### src/rtl/btb_update_queue_if.sv
// Resolve-side and BTB-write-side signal bundle for btb_update_queue.
// The slave modport is the queue itself; the master modport is its environment.
interface btb_update_queue_if;
  logic        resolve_valid;
  logic [31:0] resolve_pc;
  logic        resolve_taken;
  logic [31:0] resolve_target;
  logic        pred_taken;
  logic [31:0] pred_target;
  logic        update_ready;
  logic        update;
  logic [31:0] update_addr;
  logic [31:0] target_addr;
  logic        mispredict;
  logic [31:0] redirect_pc;
  logic        full;
  logic [7:0]  drop_count;

  modport master (
    output resolve_valid, resolve_pc, resolve_taken, resolve_target,
    output pred_taken, pred_target, update_ready,
    input  update, update_addr, target_addr, mispredict, redirect_pc,
    input  full, drop_count
  );

  modport slave (
    input  resolve_valid, resolve_pc, resolve_taken, resolve_target,
    input  pred_taken, pred_target, update_ready,
    output update, update_addr, target_addr, mispredict, redirect_pc,
    output full, drop_count
  );
endinterface

### src/rtl/btb_update_queue.sv
// BTB update queue: detects mispredictions at branch resolution, issues the
// fetch redirect, and buffers BTB writes in a coalescing FIFO drained on grant.
module btb_update_queue #(
  parameter int DEPTH = 4
) (
  input  logic              clk,
  input  logic              reset,
  btb_update_queue_if.slave bus
);

  localparam int PTR_W = (DEPTH > 1) ? $clog2(DEPTH) : 1;
  localparam int CNT_W = PTR_W + 1;
  localparam logic [CNT_W-1:0] FULL_CNT = CNT_W'(DEPTH);

  logic [31:0]      pc_mem_r  [DEPTH];
  logic [31:0]      tgt_mem_r [DEPTH];
  logic [PTR_W-1:0] head_r;
  logic [PTR_W-1:0] tail_r;
  logic [CNT_W-1:0] count_r;
  logic [7:0]       drop_count_r;
  logic             mispredict_r;
  logic [31:0]      redirect_pc_r;

  logic             empty_s;
  logic             full_s;
  logic             deq_s;
  logic             mismatch_s;
  logic             enq_req_s;
  logic [PTR_W-1:0] last_idx_s;
  logic             tail_hit_s;
  logic             coalesce_s;
  logic             alloc_s;
  logic             drop_s;
  logic [31:0]      redirect_next_s;

  // Misprediction detection and enqueue/coalesce/drop decision for this cycle.
  always_comb begin
    empty_s         = (count_r == {CNT_W{1'b0}});
    full_s          = (count_r == FULL_CNT);
    deq_s           = bus.update_ready & ~empty_s;
    mismatch_s      = (bus.resolve_taken != bus.pred_taken) |
                      (bus.resolve_taken & bus.pred_taken &
                       (bus.pred_target != bus.resolve_target));
    enq_req_s       = bus.resolve_valid & bus.resolve_taken &
                      (~bus.pred_taken | (bus.pred_target != bus.resolve_target));
    last_idx_s      = tail_r - PTR_W'(1);
    tail_hit_s      = ~empty_s & (pc_mem_r[last_idx_s] == bus.resolve_pc);
    // A lone entry leaving this cycle cannot absorb the new target; allocate instead.
    coalesce_s      = enq_req_s & tail_hit_s &
                      ~((count_r == CNT_W'(1)) & deq_s);
    alloc_s         = enq_req_s & ~coalesce_s & (~full_s | deq_s);
    drop_s          = enq_req_s & ~coalesce_s & ~alloc_s;
    if (bus.resolve_taken) begin
      redirect_next_s = bus.resolve_target;
    end else begin
      redirect_next_s = bus.resolve_pc + 32'd4;
    end
  end

  // Pointer, occupancy and drop-counter state.
  always_ff @(posedge clk) begin
    if (reset) begin
      head_r       <= {PTR_W{1'b0}};
      tail_r       <= {PTR_W{1'b0}};
      count_r      <= {CNT_W{1'b0}};
      drop_count_r <= 8'd0;
    end else begin
      if (deq_s) begin
        head_r <= head_r + PTR_W'(1);
      end
      if (alloc_s) begin
        tail_r <= tail_r + PTR_W'(1);
      end
      case ({alloc_s, deq_s})
        2'b10:   count_r <= count_r + CNT_W'(1);
        2'b01:   count_r <= count_r - CNT_W'(1);
        default: count_r <= count_r;
      endcase
      if (drop_s && (drop_count_r != 8'hFF)) begin
        drop_count_r <= drop_count_r + 8'd1;
      end
    end
  end

  // Entry storage; contents are only observed while counted as occupied.
  always_ff @(posedge clk) begin
    if (!reset) begin
      if (alloc_s) begin
        pc_mem_r[tail_r]  <= bus.resolve_pc;
        tgt_mem_r[tail_r] <= bus.resolve_target;
      end else if (coalesce_s) begin
        tgt_mem_r[last_idx_s] <= bus.resolve_target;
      end
    end
  end

  // One-cycle redirect pulse carrying the corrected fetch PC.
  always_ff @(posedge clk) begin
    if (reset) begin
      mispredict_r  <= 1'b0;
      redirect_pc_r <= 32'd0;
    end else if (bus.resolve_valid && mismatch_s) begin
      mispredict_r  <= 1'b1;
      redirect_pc_r <= redirect_next_s;
    end else begin
      mispredict_r  <= 1'b0;
      redirect_pc_r <= 32'd0;
    end
  end

  assign bus.update      = deq_s;
  assign bus.update_addr = empty_s ? 32'd0 : pc_mem_r[head_r];
  assign bus.target_addr = empty_s ? 32'd0 : tgt_mem_r[head_r];
  assign bus.full        = full_s;
  assign bus.drop_count  = drop_count_r;
  assign bus.mispredict  = mispredict_r;
  assign bus.redirect_pc = redirect_pc_r;

endmodule

### src/flat_wrapper.sv
// flat-port wrapper written by rule: the top's interface ports become plain ports
module btb_update_queue_flat 
#(
  parameter int DEPTH = 4
)
  (clk, reset, bus_resolve_valid, bus_resolve_pc, bus_resolve_taken, bus_resolve_target, bus_pred_taken, bus_pred_target, bus_update_ready, bus_update, bus_update_addr, bus_target_addr, bus_mispredict, bus_redirect_pc, bus_full, bus_drop_count);
  btb_update_queue_if bus_i ();
  input  logic clk;
  input  logic reset;
  input wire logic [$bits(bus_i.resolve_valid)-1:0] bus_resolve_valid;
  input wire logic [$bits(bus_i.resolve_pc)-1:0] bus_resolve_pc;
  input wire logic [$bits(bus_i.resolve_taken)-1:0] bus_resolve_taken;
  input wire logic [$bits(bus_i.resolve_target)-1:0] bus_resolve_target;
  input wire logic [$bits(bus_i.pred_taken)-1:0] bus_pred_taken;
  input wire logic [$bits(bus_i.pred_target)-1:0] bus_pred_target;
  input wire logic [$bits(bus_i.update_ready)-1:0] bus_update_ready;
  output wire logic [$bits(bus_i.update)-1:0] bus_update;
  output wire logic [$bits(bus_i.update_addr)-1:0] bus_update_addr;
  output wire logic [$bits(bus_i.target_addr)-1:0] bus_target_addr;
  output wire logic [$bits(bus_i.mispredict)-1:0] bus_mispredict;
  output wire logic [$bits(bus_i.redirect_pc)-1:0] bus_redirect_pc;
  output wire logic [$bits(bus_i.full)-1:0] bus_full;
  output wire logic [$bits(bus_i.drop_count)-1:0] bus_drop_count;
  assign bus_i.resolve_valid = bus_resolve_valid;
  assign bus_i.resolve_pc = bus_resolve_pc;
  assign bus_i.resolve_taken = bus_resolve_taken;
  assign bus_i.resolve_target = bus_resolve_target;
  assign bus_i.pred_taken = bus_pred_taken;
  assign bus_i.pred_target = bus_pred_target;
  assign bus_i.update_ready = bus_update_ready;
  assign bus_update = bus_i.update;
  assign bus_update_addr = bus_i.update_addr;
  assign bus_target_addr = bus_i.target_addr;
  assign bus_mispredict = bus_i.mispredict;
  assign bus_redirect_pc = bus_i.redirect_pc;
  assign bus_full = bus_i.full;
  assign bus_drop_count = bus_i.drop_count;
  btb_update_queue #(.DEPTH(DEPTH)) u_core (.clk(clk), .reset(reset), .bus(bus_i));
endmodule
### config.mk
export PLATFORM = sky130hd
export DESIGN_NAME = btb_update_queue_flat
export DESIGN_NICKNAME = d
export VERILOG_FILES = /design/src/rtl/btb_update_queue_if.sv /design/src/rtl/btb_update_queue.sv /design/src/flat_wrapper.sv
export SDC_FILE = /design/constraint.sdc
export NUM_CORES = 1
export LEC_CHECK = 0
export CAP_MARGIN = 15
export CORE_MARGIN = 2
export CORE_UTILIZATION = 35
export CTS_CLUSTER_DIAMETER = 200
export DETAILED_ROUTE_END_ITERATION = 6
export HOLD_SLACK_MARGIN = 0.02
export MAX_ROUTING_LAYER = met4
export SLEW_MARGIN = 20
export SYNTH_ARGS = -nofsm -noshare
export SYNTH_HDL_FRONTEND = slang
export SYNTH_SLANG_ARGS = --single-unit
### constraint.sdc
create_clock -name clk -period 11.8 [get_ports clk]
set_input_delay 1.77 -clock clk [delete_from_list [all_inputs] [get_ports clk]]
set_output_delay 1.77 -clock clk [all_outputs]
set_load 0.02 [all_outputs]
==> flow_metrics.py <==
metrics = {
    "critical_path": {
        "crit_type": "in2out",
        "max_stage_delay_ns": 0.74,
        "reg2reg_depth": 12,
        "cp_data_required_time_ns": 10.03,
        "cp-end-kind": "output pin",
        "rr_startpoint": "u_core.tail_r[0]",
        "crit_arrival_ns": 3.67,
        "r2r-end": "u_core.tgt_mem_r[2][12]",
        "path_max_fanout": 12,
        "crit_path_top_delay_cell": "clkdlybuf4s50_1",
        "path_cells": "clkdlybuf4s50_1, nor2b_1, clkdlybuf4s50_1",
        "worstSetupStartpointType": "primary input",
        "r2r_setup_slack_ns": 6.55,
        "path_common_cell": "clkdlybuf4s50_1",
    },
    "logic_synthesis": {
        "synth_fp_nets": 1005,
        "synth_area_per_cell_um2": 15.7,
        "ys_seq_area_frac": 0.622,
        "synth-edff-count": 256,
        "synth_flop_cell": "edfxtp_1",
        "syn-cell-area_um2": 14000,
        "yosysWarnings": 0,
        "synthArstFlopShare": 0,
        "synth_seq_cells": 306,
        "synth_cell_types": 55,
        "syn-instance-count": 892,
    },
    "timing": {
        "worst_slack_ns": 6.36,
        "hold_viol_final": 0,
        "fmax_ghz": 0.184,
        "hold_slack_ns": 0.503,
        "slew_violations": 0,
        "fin_crit_sh": 0.461,
        "tightestPinTransition_ns": 1.04,
        "skew_ns": 0.0151,
        "rsz0062_at_grt": "false",
        "final.min_clock_period_ns": 5.44,
        "tns_ns": 0,
        "max-slew-margin-rel": 0.304,
        "setup_viol": 0,
    },
    "clocking": {
        "cts_htree_levels": 2,
        "postCtsHoldBufs": 0,
        "numCtsBuffers": 35,
        "cts_num_sinks": 306,
        "clkLatencyLatePin_ns": 0.52,
        "root_buffer": "clkbuf_16",
        "cts_tree": "built",
        "cts_buffer_depth": 3,
        "clkTransAtPathRegs_ns": 0.05,
        "post_cts_buffers": 0,
        "cts_resized": 0,
    },
    "power": {
        "ir_worst_vdd_v": 0.000109,
        "power_density_nw_per_um2": 189,
        "leakage_nw": 5.60,
    },
    "global_route": {
        "grtUsageTotal": 0.191,
        "grt-ovfl-total": 0,
        "grt_pass1_wl_mm": 56.6,
        "grt_pass1_vias": 8707,
        "grt_start_max_net_pins": 65,
        "antenna_found_initial": 1,
    },
    "drt": {
        "met2_length_mm": 18.2,
        "viasPerCell": 5.24,
        "drt_wl_total_mm": 38.8,
        "m1WireLength_mm": 17.1,
        "dr.first_iter.drc_count": 679,
        "routedWlPerCell_um": 23.4,
        "ant_nets": 0,
        "firstDrtPassIters": 5,
        "dr_total_vias": 8668,
        "drc": 0,
        "top_layer": "met4",
        "met3_length_mm": 2.88,
    },
    "cells_and_area": {
        "nNetsFinal": 1218,
        "areaGrowthSynthToFinish_pct": 27.2,
        "layout-drive-gt1-share": 0.154,
        "fin_area_um2": 17800,
    },
    "worst_hold_path": {
        "holdCritStartpoint": "u_core.bus.drop_count[6]",
        "hold_path_class": "reg2reg",
        "whs_endpoint": "u_core.bus.drop_count[6]",
        "hold_depth": 1,
    },
    "floorplan": {
        "die-area_um2": 41500,
        "core-area_um2": 39500,
        "ios": 209,
        "rows": 73,
        "die_y_um": 204,
        "start_util": 0.353,
        "die_x_um": 204,
    },
    "place": {
        "portBuffers": 208,
        "hpwl_mm": 26.0,
        "place.gp.congestion": 0.784,
        "dp_slack_ns": 6.34,
        "dpl_cell_area_um2": 16700,
    },
    "run_status": {
        "status": "finished clean",
    },
    "run": {
        "cap_violations": 0,
    },
}
[registers in the layout, summed over array words and instances, names as in the netlist, named ones only]
| signal | cells |
|---|---|
| u_core.bus.drop_count | 8 |
| u_core.bus.mispredict | 1 |
| u_core.bus.redirect_pc | 32 |
| u_core.pc_mem_r | 128 |
| u_core.tgt_mem_r | 128 |
| u_core.tail_r | 2 |
| u_core.head_r | 2 |
| u_core.count_r | 3 |
[metrics by stage]
stage | util | cells | power (W)
2_1_floorplan | - | 892 | 0.00189
3_3_place_gp | 0.422 | 1592 | 0.00238
3_5_place_dp | 0.422 | 1592 | 0.00238
4_1_cts | 0.449 | 1653 | 0.00342
5_1_grt | 0.450 | 1655 | 0.00352
6_report | 0.450 | 1655 | 0.00337
[cell type report]
cell class,count,area [um^2]
clock buffer,41,920
fill,3531,21800
antenna,1,2.50
multi-input combinational,528,5090
clock inverter,20,168
tap,525,657
inverter,9,33.8
timing repair buffer,225,2220
sequential,306,8690
[placed cells by master, fill, tap and decap left out, drive strengths merged, types with 15 or more instances in the layout]
master and instances:
nor2b 72, xnor2 70, nand3 17, clkdlybuf4s50 207, a21oi 25, dfxtp 50
clkbuf 41, o21ai 17, nand2 20, nor2 66, edfxtp 256, xor2 27
clkinv 15, nand4 19, mux2i 23, mux4 91, buf 18
[cell usage after synthesis (all sizes together), types with 2 or more instances]
cell	n	area share
edfxtp	256	0.55
mux4	91	0.15
nor2b	72	0.032
xnor2	70	0.044
nor2	66	0.018
dfxtp	50	0.072
clkbuf	32	0.0087
xor2	27	0.017
a21oi	25	0.0090
mux2i	23	0.016
nand2	20	0.0054
nand4	19	0.0085
buf	17	0.0081
nand3	17	0.0061
o21ai	17	0.0077
ha	11	0.0098
or3	9	0.0040
inv	8	0.0021
nor3	8	0.0029
nor4	7	0.0042
and2	5	0.0022
nor3b	5	0.0027
and3	4	0.0018
a2111oi	3	0.0019
and4	3	0.0019
or2	3	0.0013
or4	3	0.0019
a211oi	2	0.0011
nand2b	2	0.00090
o211ai	2	0.0011
o21bai	2	0.0019
[report_power, final]
part	internal, W	total, W	switching, W
registers	0.00120	0.00125	0.0000480
logic	0.000519	0.00108	0.000566
clock network	0.000603	0.00103	0.000428
total	0.00232	0.00337	0.00104
[worst max-delay path by stage]
stage	start	to	slack, ns	cells past startpoint
5_1_grt	bus_update_ready	bus_update	6.20	3
6_report	bus_update_ready	bus_update	6.36	3
3_5_place_dp	bus_resolve_pc[16]	u_core.tgt_mem_r[2][20]	6.34	9
4_1_cts	bus_update_ready	bus_update	6.36	3
3_3_place_gp	bus_update_ready	bus_update	6.40	3
2_1_floorplan	u_core.tail_r[0]	u_core.tgt_mem_r[0][0]	5.77	16
[routing by layer]
layer / up-vias / GRT usage
met5: - / -
met4: 0 / 0.0391
met3: 35 / 0.0338
met2: 326 / 0.297
met1: 4455 / 0.264
li1: 3852 / -
[logic make-up after synthesis]
logic type	synth area share
xor+xnor	0.0608
fa+ha+maj	0.00985
compound gates	0.0284
flops	0.622
simple gates	0.0955
mux	0.165
buf+inv	0.0192
[worst max-delay path, delay by kind of cell]
family	cells	cell delay (ns)
simple gates	1	0.66
buf+inv	2	1.23
(Power assumes the default switching activity.)
